===== src/rtl/divmmc.sv =====
// divmmc: DivMMC automap trap logic, port 0xE3 control register and ROM/RAM select decode
module divmmc (
  input  logic        clock,
  input  logic        reset,
  input  logic        enable,
  input  logic        m1,
  input  logic        mreq,
  input  logic        iorq,
  input  logic        rd,
  input  logic        wr,
  input  logic [15:0] a,
  input  logic [7:0]  di,
  output logic        divRom,
  output logic        divRam,
  output logic [3:0]  divPage,
  output logic        mapped
);
  localparam logic [1:0] NONE = 2'd0, ON = 2'd1, OFF = 2'd2;
  logic [1:0] pend, pend_n;
  logic [3:0] page, page_n;
  logic conmem, mapram, automap, m1q, iowq;
  logic conmem_n, mapram_n, automap_n;
  logic iow, wstb, trap, entry, inst, leave, m1end, map, low, unused_di;
  assign iow = !iorq && !wr && m1 && a[7:0] == 8'hE3;
  assign wstb = iow && !iowq;
  assign trap = !m1 && !mreq && !rd && enable;
  assign entry = trap && (a == 16'h0000 || a == 16'h0008 || a == 16'h0038 ||
                          a == 16'h0066 || a == 16'h04C6 || a == 16'h0562);
  assign inst = trap && a[15:8] == 8'h3D;
  assign leave = trap && a[15:3] == 13'h03FF;
  assign m1end = m1 && !m1q;
  assign unused_di = ^di[5:4];
  always_ff @(posedge clock) begin
    if (reset) begin
      conmem <= 1'b0;
      mapram <= 1'b0;
      page <= 4'd0;
      automap <= 1'b0;
      pend <= NONE;
      m1q <= 1'b1;
      iowq <= 1'b0;
    end else begin
      conmem <= conmem_n;
      mapram <= mapram_n;
      page <= page_n;
      automap <= automap_n;
      pend <= pend_n;
      m1q <= m1;
      iowq <= iow;
    end
  end
  // a trap arms pend during the fetch; automap only follows at the end of M1
  always_comb begin
    pend_n = !enable || m1end ? NONE : entry || inst ? ON : leave ? OFF : pend;
    automap_n = !enable ? 1'b0 : m1end && pend == ON ? 1'b1 : m1end && pend == OFF ? 1'b0 : automap;
    conmem_n = wstb ? di[7] : conmem;
    mapram_n = mapram || (wstb && di[6]);
    page_n = wstb ? di[3:0] : page;
  end
  always_comb begin
    map = conmem || automap || inst;
    low = a[15:13] == 3'b000;
    divRom = map && low && (conmem || !mapram);
    divRam = map && ((low && !conmem && mapram) || a[15:13] == 3'b001);
    divPage = page;
    mapped = automap;
  end
endmodule


===== config.mk =====
export PLATFORM = sky130hd
export DESIGN_NAME = divmmc
export DESIGN_NICKNAME = d
export VERILOG_FILES = /design/src/rtl/divmmc.sv
export SDC_FILE = /design/constraint.sdc
export NUM_CORES = 1
export LEC_CHECK = 0
export ABC_CLOCK_PERIOD_IN_PS = 1800
export BUFFER_PORTS_ARGS = -buffer_cell sky130_fd_sc_hd__buf_2
export CELL_PAD_IN_SITES_DETAIL_PLACEMENT = 1
export CELL_PAD_IN_SITES_GLOBAL_PLACEMENT = 2
export CORE_AREA = 2 2 65 55
export DETAILED_ROUTE_END_ITERATION = 8
export DIE_AREA = 0 0 67 57
export PLACE_DENSITY = 0.72
export SLEW_MARGIN = 40
export SYNTH_ARGS = -nofsm -noshare
export SYNTH_HDL_FRONTEND = slang
export SYNTH_SLANG_ARGS = --single-unit

===== constraint.sdc =====
create_clock -name clock -period 1.8 [get_ports clock]
set_clock_uncertainty 0.15 [all_clocks]
set_input_delay 0.18 -clock clock [delete_from_list [all_inputs] [get_ports clock]]
set_output_delay 0.18 -clock clock [all_outputs]
set_load 0.005 [all_outputs]

After elaboration in Yosys (flattened, before gate mapping)

Cells that the tools add are included.

Register bits after elaboration: 11
Input port bits: 32
Logic and storage cells: 72

Equal/unequal tests: 11
Muxes and demuxes: 4
Bitwise logic cells: 1
Reduce and logical (&&, ||, !) cells: 48

Operators by type and width:

| operator               | count |
|---|---|
| $eq A16 B11 Y1 const B | 2 |
| $logic_and A1 B1 Y1    | 19 |
| $eq A16 B4 Y1 const B  | 1 |
| $eq A16 B6 Y1 const B  | 1 |
| $eq A16 B7 Y1 const B  | 1 |
| $logic_not A16 Y1      | 1 |
| $eq A13 B10 Y1 const B | 1 |
| $logic_or A1 B1 Y1     | 12 |
| $logic_not A1 Y1       | 10 |
| $eq A8 B6 Y1 const B   | 1 |
| $eq A8 B8 Y1 const B   | 1 |
| $mux W1                | 4 |
| $reduce_bool A2 Y1     | 2 |
| $reduce_or A2 Y1       | 2 |
| $eq A3 B1 Y1 const B   | 1 |
| $logic_not A3 Y1       | 1 |
| $reduce_or A3 Y1       | 1 |
| $eq A2 B1 Y1 const B   | 1 |
| $eq A2 B2 Y1 const B   | 1 |
| $not A1 Y1             | 1 |

Depth between registers and ports, before layout

Depth after elaboration: 9
Gate-level depth with buffers: 5
Gate-level depth less buffers: 5

Worst setup path after synthesis

No wires, ideal clock.

Path type: input port to output port
From: input m1
To: output divRam
Arrival time: 1135 ps
Data required time: 1470 ps
Slack: 335 ps
Cell stages on the path: 4
Path through: nor4b_2 > and3_1 > nor2_1 > a2111oi_2

Word-level cells in the longest chain between the ends: 7

Ends and longest elaborated chain:

| item                             | RTL line | text |
|---|---|---|
| start: declaration               | 6        | `input logic m1,` |
| $logic_not A1 Y1                 | 26       | `assign trap = !m1 && !mreq && !rd && enable;` |
| $logic_and A1 B1 Y1 (3 in a row) | 26       |  |
| $logic_and A1 B1 Y1              | 29       | `assign inst = trap && a[15:8] == 8'h3D;` |
| $logic_or A1 B1 Y1               | 61       | `map = conmem \|\| automap \|\| inst;` |
| $logic_and A1 B1 Y1              | 64       | `divRam = map && ((low && !conmem && mapram) \|\| a[15:13] == 3'b001);` |
| end: declaration                 | 14       | `output logic divRam,` |

No other way between the ends.

Final worst setup path

Same ends and word-level chain as after synthesis.

==> results.py <==
metrics = {
    "cells_and_area": {
        "num-nets-final": 150,
        "fillCellCount": 411,
        "fin_area_um2": 973,
        "area_growth_pct": 52.3,
        "drive_gt1_frac": 0.444,
        "instances_no_fill": 159,
        "post-route-util": 0.301,
        "antennaDiodeCount": 0,
    },
    "timing": {
        "hold_viol_final": 0,
        "setup_violations": 0,
        "rsz0062_at_grt": "no",
        "finalCritPeriodShare": 0.943,
        "fmax_mhz": 589,
        "worstMarginPinSlew_ns": 0.391,
        "tns_ns": 0,
        "holdWs_ns": 0.0327,
        "finalCriticalPeriod_ns": 1.70,
        "slew_headroom": 0.737,
        "slew_violations": 0,
    },
    "detailed_routing": {
        "drc_errors": 0,
        "viasPerCell": 4.64,
        "vias": 738,
        "first_iter_violations": 23,
        "wl_mm": 2.00,
        "firstDrtPassIters": 4,
        "antenna_left": 0,
        "wl_per_cell_um": 12.5,
    },
    "placed_design": {
        "place_hpwl_mm": 1.70,
        "placed_cell_area_um2": 891,
        "place.gp.congestion": 0.768,
        "io_buffers": 36,
        "post-place-cells": 154,
    },
    "worst_setup_path": {
        "r2r_start": "iowq$_SDFF_PP0_",
        "cp_data_required_time_ns": 1.47,
        "cp-end-kind": "output port",
        "cp_data_arrival_time_ns": 1.37,
        "cp-startpoint": "m1",
        "criticalPathCategory": "input pin to output port",
        "cp-start-kind": "input pin",
        "rr_worst_depth": 4,
        "worst-path-max-fanout": 2,
        "reg2reg_to": "divPage[0]$_SDFFE_PP0P_",
        "regToRegSetupSlack_ns": 0.66,
    },
    "floorplan": {
        "num_rows": 19,
        "dieArea_um2": 3820,
        "start_util": 0.198,
        "core_um2": 3230,
        "ios": 39,
        "die_y_um": 57,
        "die-width_um": 67,
    },
    "power_and_ir_drop": {
        "powerDensity_nw_per_um2": 590,
        "vdd_drop_max_v": 0.000244,
        "p_leak_nw": 0.415,
    },
    "global_routing": {
        "grt.total_usage": 0.122,
        "grt_pass1_wl_mm": 3.48,
        "antenna_found_initial": 0,
        "grt_max_degree": 10,
        "grt_pass1_vias": 795,
        "gr-total-overflow": 0,
    },
    "worst_hold_path": {
        "hold_depth": 3,
        "hp-class": "input pin to register",
        "worst_hold_path.endpoint": "divPage[2]$_SDFFE_PP0P_",
        "min_from": "di[2]",
    },
    "clock_network": {
        "h-tree-depth": 1,
        "clkSinkCount": 11,
        "numCtsBuffers": 3,
        "root_buffer": "clkbuf_8",
        "cts_max_path_buffers": 2,
        "tritoncts": "built",
        "insertion_delay_ns": 0.24,
        "clk_pin_slew_ns": 0.05,
    },
    "logic_synthesis": {
        "netlist_area_um2": 639,
        "yosysUniqueCellTypes": 29,
        "seq_area_frac_synth": 0.344,
        "yosys_warnings": 0,
        "synth.avg_cell_area_um2": 8.64,
        "ys_seq_elements": 11,
        "syn_inst": 74,
        "syn_nets": 106,
    },
    "flow_run": {
        "cap_violations": 0,
    },
    "status": {
        "outcome": "finished clean",
    },
}
layout by cell type, fill, tap and decap left out, types with 2 or more instances in the layout:
cell	instances
nand2b_1	2
nand4_1	3
o21ai_0	3
nor2_1	12
buf_4	3
nand3_1	3
nor2b_1	2
nor3_1	2
buf_2	35
and4_1	2
clkbuf_8	3
a21oi_1	4
nand2_1	3
mux2i_1	4
dfxtp_1	11
nor4_1	2
and3_1	4
routing by layer:
metal | global-route usage | up-vias | part of all wire
li1 | - | 367 | -
met1 | 0.154 | 339 | 0.47
met2 | 0.194 | 27 | 0.45
met3 | 0.0335 | 5 | 0.064
met4 | 0.0525 | 0 | 0.019
met5 | 0 | - | 0
how the worst max path moves through the flow:
stage,endpoint,slack (ns),cells after the start
after floorplan,divRam,0.33,4
after global placement,divRam,0.07,6
after detailed placement,divRam,0.06,6
after CTS,divPage[1]$_SDFFE_PP0P_,0.03,7
after global routing,divRam,0.02,6
final,divRam,0.10,6
timing repair:
item | 4_1_cts | 5_1_grt
setup buffers | 0 | 1
hold endpoints to repair | 1 | 0
endpoints found under the setup margin | 0 | 6
resized for setup | 0 | 5
hold buffers | 1 | 0
critical path, stage by stage:
cell and delay (ns):
buf_2 0.13, nor4b_4 0.27, and3_1 0.20, nor2_1 0.06
a2111oi_2 0.35, buf_2 0.17
synthesized netlist by cell type:
| library cell | n | area share |
|---|---|---|
| o21ai_0 | 3 | 0.023 |
| inv_1 | 1 | 0.0059 |
| o31ai_1 | 1 | 0.012 |
| or3_2 | 1 | 0.012 |
| nor4b_2 | 1 | 0.023 |
| nor4_4 | 1 | 0.033 |
| a21oi_1 | 4 | 0.031 |
| nand2b_1 | 2 | 0.020 |
| o211ai_1 | 1 | 0.012 |
| nor2_1 | 12 | 0.070 |
| and2_1 | 1 | 0.0098 |
| nand2_1 | 3 | 0.018 |
| and3_1 | 4 | 0.039 |
| clkbuf_1 | 1 | 0.0059 |
| or2_2 | 1 | 0.0098 |
| or3_4 | 1 | 0.018 |
| nor4b_1 | 2 | 0.027 |
| nor4_1 | 2 | 0.020 |
| nor3b_2 | 1 | 0.020 |
| nand3_1 | 3 | 0.023 |
| dfxtp_1 | 11 | 0.34 |
| a2111oi_2 | 1 | 0.023 |
| a221oi_1 | 1 | 0.014 |
| and3b_2 | 1 | 0.016 |
| nand4_1 | 3 | 0.029 |
| nor3_1 | 2 | 0.016 |
| and4_1 | 2 | 0.027 |
| nor2b_1 | 2 | 0.020 |
| mux2i_1 | 5 | 0.078 |
state kept, by name, indices dropped and copies added (netlist names):
register  count
m1q           1
conmem        1
pend          2
mapped        1
divPage       4
mapram        1
iowq          1
metrics by stage:
step	setup slack [ns]	power [W]
after floorplan	0.335	0.000273
after global placement	0.0660	0.000324
after detailed placement	0.0622	0.000326
after CTS	0.0302	0.000584
after global routing	0.0168	0.000607
final	0.103	0.000575
area by class of cell:
cell class | count | area, um^2 | share of cell area
Multi-Input combinational cell | 61 | 430 | 0.442
Inverter | 1 | 3.75 | 0.00386
Clock buffer | 4 | 45.0 | 0.0463
Tap cell | 42 | 52.6 | 0.0540
Sequential cell | 11 | 220 | 0.226
Timing Repair Buffer | 40 | 221 | 0.228
report_power, final:
part           switching [W]  internal (W)  total (W)
Combinational      0.0000404     0.0000391  0.0000796
Sequential       0.000000340      0.000245   0.000245
Clock              0.0000940      0.000156   0.000250
cells by family (layout without fill, tap and decap cells):
logic type,Yosys count,after routing,share of synthesized area
mux,5,5,0.0783
buf+inv,2,45,0.0117
simple gates,45,45,0.450
flops,11,11,0.344
compound gates,11,11,0.115
Power figures use the tool's default switching activity.
